`src/rtl/rr_grant_ctrl.sv`:
```
// Round-robin grant controller: rotating-priority winner search, grant held while winner requests.
// Latency: grant 1 cycle after req sampled in IDLE; release/hand-over 1 cycle after req[gnt_idx] drops.
// Backpressure: none; a holder cannot be preempted (optional RR_ARB_TIMEOUT_EN forces release after MAX_HOLD cycles).
module rr_grant_ctrl #(
    parameter int IN       = 4,
    parameter bit ACT      = 1'b1,
    parameter int MAX_HOLD = 16
) (
    input  logic                 clk,
    input  logic                 reset_,
    input  logic [(1<<IN)-1:0]   req,
    output logic [(1<<IN)-1:0]   gnt,
    output logic [IN-1:0]        gnt_idx,
    output logic                 gnt_valid,
    output logic                 tout
);

    localparam int N = 1 << IN;

    typedef enum logic {
        IDLE  = 1'b0,
        GRANT = 1'b1
    } state_t;

    state_t          state;
    logic [IN-1:0]   ptr;
    logic [IN-1:0]   search_base;
    logic [IN:0]     search_res;
    logic            win_found;
    logic [IN-1:0]   win_idx;
    logic            holder_req;
    logic            timeout_hit;
    logic            rel;
    logic [N-1:0]    onehot;

    // First set bit of r at or after base, wrapping modulo N; MSB of result flags a hit.
    function automatic logic [IN:0] rr_search(input logic [N-1:0] r, input logic [IN-1:0] base);
        logic [IN:0]   res;
        logic [IN-1:0] cand;
        res = '0;
        for (int i = N - 1; i >= 0; i--) begin
            cand = base + IN'(i);
            if (r[cand]) begin
                res = {1'b1, cand};
            end
        end
        return res;
    endfunction

    assign holder_req = req[gnt_idx];
    assign rel        = (state == GRANT) && (!holder_req || timeout_hit);

    // On release the search restarts just past the outgoing holder, so it ranks last.
    assign search_base = (state == GRANT) ? (gnt_idx + IN'(1)) : ptr;
    assign search_res  = rr_search(req, search_base);
    assign win_found   = search_res[IN];
    assign win_idx     = search_res[IN-1:0];

`ifdef RR_ARB_TIMEOUT_EN
    localparam int CW = (MAX_HOLD > 2) ? $clog2(MAX_HOLD) : 1;

    logic [CW-1:0] hold_cnt;

    assign timeout_hit = (state == GRANT) && holder_req && (hold_cnt == CW'(MAX_HOLD - 1));

    always_ff @(posedge clk or negedge reset_) begin
        if (!reset_) begin
            hold_cnt <= '0;
            tout     <= 1'b0;
        end else begin
            tout <= timeout_hit;
            if ((state != GRANT) || rel) begin
                hold_cnt <= '0;
            end else begin
                hold_cnt <= hold_cnt + CW'(1);
            end
        end
    end
`else
    assign timeout_hit = 1'b0;
    assign tout        = 1'b0;
`endif

    always_ff @(posedge clk or negedge reset_) begin
        if (!reset_) begin
            state     <= IDLE;
            ptr       <= '0;
            gnt_idx   <= '0;
            gnt_valid <= 1'b0;
        end else begin
            case (state)
                IDLE: begin
                    if (win_found) begin
                        gnt_idx   <= win_idx;
                        gnt_valid <= 1'b1;
                        state     <= GRANT;
                    end
                end
                GRANT: begin
                    if (rel) begin
                        ptr <= gnt_idx + IN'(1);
                        if (win_found) begin
                            gnt_idx <= win_idx;
                        end else begin
                            gnt_valid <= 1'b0;
                            state     <= IDLE;
                        end
                    end
                end
                default: begin
                    state     <= IDLE;
                    gnt_valid <= 1'b0;
                end
            endcase
        end
    end

    // Decode of registered state only; req never reaches gnt combinationally.
    always_comb begin
        onehot          = '0;
        onehot[gnt_idx] = gnt_valid;
        gnt             = ACT ? onehot : ~onehot;
    end

endmodule

```
`config.mk`:
```
export PLATFORM = sky130hd
export DESIGN_NAME = rr_grant_ctrl
export DESIGN_NICKNAME = d
export VERILOG_FILES = /design/src/rtl/rr_grant_ctrl.sv
export SDC_FILE = /design/constraint.sdc
export NUM_CORES = 1
export LEC_CHECK = 0
export CAP_MARGIN = 10
export CORE_ASPECT_RATIO = 1.75
export CORE_UTILIZATION = 50
export DETAILED_ROUTE_END_ITERATION = 6
export PLACE_DENSITY = 0.78
export SYNTH_ARGS = -nofsm -noshare
export SYNTH_HDL_FRONTEND = slang
export SYNTH_SLANG_ARGS = --single-unit
```
`constraint.sdc`:
```
create_clock -name clk -period 5.4 [get_ports clk]
set_clock_uncertainty 0.05 [all_clocks]
set_input_delay 0.81 -clock clk [delete_from_list [all_inputs] [get_ports clk]]
set_output_delay 0.81 -clock clk [all_outputs]
set_load 0.1 [all_outputs]
```
==> results.md <==
- finished, final reports clean — outcome
- 12.45% — fraction of post-synthesis cell area in the top cell type by area
- 15.05% — layout cells sized above 1
- 2.442% — synthesized-area fraction occupied by adder cells
- 73 — number of different library cells in the post-synthesis netlist
- 18400 um — wire length of the first global-routing pass
- 33.48% — Max-Slew Margin vs Limit
- 0 — antenna violations before repair
- 0 — max-cap check violation count
- 51.88% — starting density of the core
- 437 — number of nets in the final layout
- 4698 ps — min cycle time layout
- 0 — count of warnings emitted by yosys
- 8.006 um2 — Syn Area/Cell
- 14.61% — area overhead of the layout relative to synthesis
- 39.60% — GRT Resource Usage Total
- 997.8 ps — actual slew at the worst max-slew pin
- 100.0% — share of synthesized registers carrying an async set or reset
- sky130_fd_sc_hd__dfrtp_1 — most used flip-flop cell after synthesis
- 65.06% — met2 usage in global routing
- 5530 ps — worst path required time
- 0 — quantity of hold-fixing buffers added after cts
- 27.96% — share of synthesized cell area in and, or, nand and nor gates
- 384 — instance count of the mapped netlist
- 0 — post_cts resized
- 3449 — via count of the first global-routing pass
- 0 — aggregate global routing overflow
- sky130_fd_sc_hd__xnor2_1 — most frequent CP cell
- 1.050 — final weighted congestion in routability-driven placement
- flip-flop — kind of start point of the critical path
- sky130_fd_sc_hd__mux4_2 — largest area contributor in the synthesized netlist
- sky130_fd_sc_hd__clkbuf_8 — cell at the root of the clock tree
- 40 — Ports
- 43.30% — met1 usage
- 24.07 um — post-DR wirelength/cell
- 0 ps — accumulated negative setup slack
- 8.140% — fraction of the yosys area taken by sequential cells
- reg -> reg — Crit Path Category
- 26 — worst-path fanout max
- 0 — residual DRC count
- 0 — Post-synth EDFFs
- 830 ps — Slowest Stage Delay on Critical Path
- 0 — hold violation count in the final report
- 23.52% — fraction of synthesized area in multiplexers
- 11790 um — DRT Wirelength
- 0 — setup-violating endpoint count in the final report
- 0 — number of antenna cells inserted
- sky130_fd_sc_hd__mux4_2 12%, sky130_fd_sc_hd__dfrtp_1 8.1%, sky130_fd_sc_hd__mux2i_1 6.5% — ranking of synthesized cells by area
- ha_1, xnor2_1, a21o_1, nand2_1, xnor2_1, nor4bb_1, o221ai_1, a221oi_1, nor3_1, o311ai_0, mux2_2 — ordered list of cells on the worst path
- 0 — final number of max-transition violations
- 5 — first-pass detailed-route iteration total
- 408 — total nets after synthesis
- 4830 ps — critical path arrival
- 250 ps — worst-skew pair later-pin latency
- 37 — # rows
- 3503 — routed vias
- met2 — layer with the highest usage
- 105.7 um — die outline height
- reg -> reg — Hold WC Path Type
- 60 ps — clock slew seen by the registers of the worst setup and hold paths
- 10 — total clock sinks
- flip-flop — Crit. End Element
- 26.41% — Synth Area in Compound Gates
- 3 — Num CTS Buffers
- 10 — FF+latch count, synth
- 1 — CTS HTree Levels
- sky130_fd_sc_hd__a21o_1 — highest-delay cell along the critical path
- 5.767% — GRT met3 Usage
- 38 — IO buf count
- no — setup repair after global routing missed its margin
- 7.149 — via-per-instance ratio
- 2 — CTS Buffer Depth
- 401 — count of routing violations after the opening detailed-route iteration
- 0 — Setup Fix Bufs, Post-CTS
- 86.99% — period utilisation layout
- 0.005926 mm2 — core area
- simple AND/OR/NAND/NOR gates — main combinational cell family by area after synthesis
- 0 — antenna viol nets, final
- yes — CTS tree
- 0.006479 mm2 — die area
- 212.9 MHz — maximum clock frequency
- 27 — pin count of the biggest net entering global routing
- 61.28 um — overall die width
- 6.227% — xor/xnor share of the synthesized area
- 0.003074 mm2 — synthesized area
- 9563 um — detailed placement HPWL
==> sequential cells by signal, summed over array words and instances (netlist names) <==
signal and count:
gnt_idx 4, state 1, gnt_valid 1, ptr 4
==> worst max-delay path: cells and delay by family, from the launching register on <==
family / cells / cell delay (ps)
AO/OA/AOI/OAI: 4 / 1990
XOR/XNOR: 2 / 490
adder cells (fa/ha/maj): 1 / 320
flip-flops: 1 / 630
multiplexers: 1 / 260
AND/OR/NAND/NOR: 3 / 880
==> Yosys cell counts (all sizes together), types with 5 or more instances <==
master  number
dfrtp       10
a31oi        5
mux2        10
o21ai       25
a211oi       6
nand4        6
and3         8
mux4        17
and2        19
a211o        7
o211ai       9
mux2i       22
inv          6
a21o         6
nand3       23
buf         12
a21oi       22
clkbuf       8
xnor2       18
or2          7
nand2       30
nor2        34
ha           6
nor3        12
==> per-layer routing <==
metal / routed length, um / share of wire, %
met1: 3913 / 33
met3: 825 / 7.0
met2: 6037 / 51
met4: 1016 / 8.6
met5: 0 / 0
==> metrics by stage <==
step	instance area, um2	utilization (%)	hold slack, ps	setup WS (ps)	std cells
after floorplan	3074	-	400.8	564.3	384
after global placement	3468	58.53	429.1	862.6	486
after detailed placement	3468	58.53	440.5	820.7	486
after CTS	3523	59.46	454.0	789.5	490
after global routing	3523	59.46	486.8	507.2	490
final	3523	59.46	450.7	702.5	490
==> cells by family (layout without fill, tap and decap cells) <==
logic type                 Yosys count  count (layout)
adders and majority gates            6               6
AOI/OAI and AO/OA                  115             115
other                                1               1
DFF                                 10              10
xor gates and xnor gates            18              18
muxes                               49              49
buffers and inverters               26              54
and+or+nand+nor                    159             159
==> worst paths after layout <==
path,endpoint,slack [ps],cells after the start,from
setup / recovery,gnt_idx[3],700,11,gnt_idx[1]
hold / removal,ptr[3],450,1,ptr[3]
max in group asynchronous,state,4100,1,reset_
setup reg to reg,gnt_idx[3],700,11,gnt_idx[1]
hold reg to reg,ptr[3],450,1,ptr[3]
min in group asynchronous,ptr[3],850,1,reset_
==> layout by cell type (no fill, tap or decap), types with 3 or more instances in the layout <==
master,netlist,layout
sky130_fd_sc_hd__a21boi_0,4,4
sky130_fd_sc_hd__nor2_1,33,33
sky130_fd_sc_hd__a21oi_1,20,20
sky130_fd_sc_hd__buf_4,5,6
sky130_fd_sc_hd__clkbuf_8,0,4
sky130_fd_sc_hd__a211o_1,7,7
sky130_fd_sc_hd__nand2b_1,3,3
sky130_fd_sc_hd__clkdlybuf4s50_1,0,38
sky130_fd_sc_hd__and2_1,19,19
sky130_fd_sc_hd__dfrtp_1,10,10
sky130_fd_sc_hd__nand2_1,30,30
sky130_fd_sc_hd__nand4_1,6,6
sky130_fd_sc_hd__or2_2,6,6
sky130_fd_sc_hd__o21ai_0,25,25
sky130_fd_sc_hd__o31ai_1,3,3
sky130_fd_sc_hd__mux2_2,10,10
sky130_fd_sc_hd__xnor2_1,15,15
sky130_fd_sc_hd__a31oi_1,5,5
sky130_fd_sc_hd__o211ai_1,9,9
sky130_fd_sc_hd__nor2b_1,3,3
sky130_fd_sc_hd__a211oi_1,6,6
sky130_fd_sc_hd__mux4_2,17,17
sky130_fd_sc_hd__nor3b_1,3,3
sky130_fd_sc_hd__a21o_1,6,6
sky130_fd_sc_hd__mux2i_1,20,20
sky130_fd_sc_hd__nand3_1,23,23
sky130_fd_sc_hd__inv_1,4,4
sky130_fd_sc_hd__and3_1,7,7
sky130_fd_sc_hd__ha_1,6,6
sky130_fd_sc_hd__o311a_1,3,3
sky130_fd_sc_hd__o21a_1,3,3
sky130_fd_sc_hd__nor3_1,10,10
==> area by class of cell <==
| class | count | area (um2) |
|---|---|---|
| well taps | 78 | 97.59 |
| repair buffers | 44 | 425.4 |
| flip-flops and latches | 10 | 250.2 |
| multi-input cells | 348 | 2665 |
| clock buffers | 4 | 55.05 |
| fillers | 565 | 2402 |
| inverters | 6 | 30.03 |
Power is left out: the tool's default activity adds up to more than one toggle a clock period on the data nets, which glitch-free logic cannot reach.
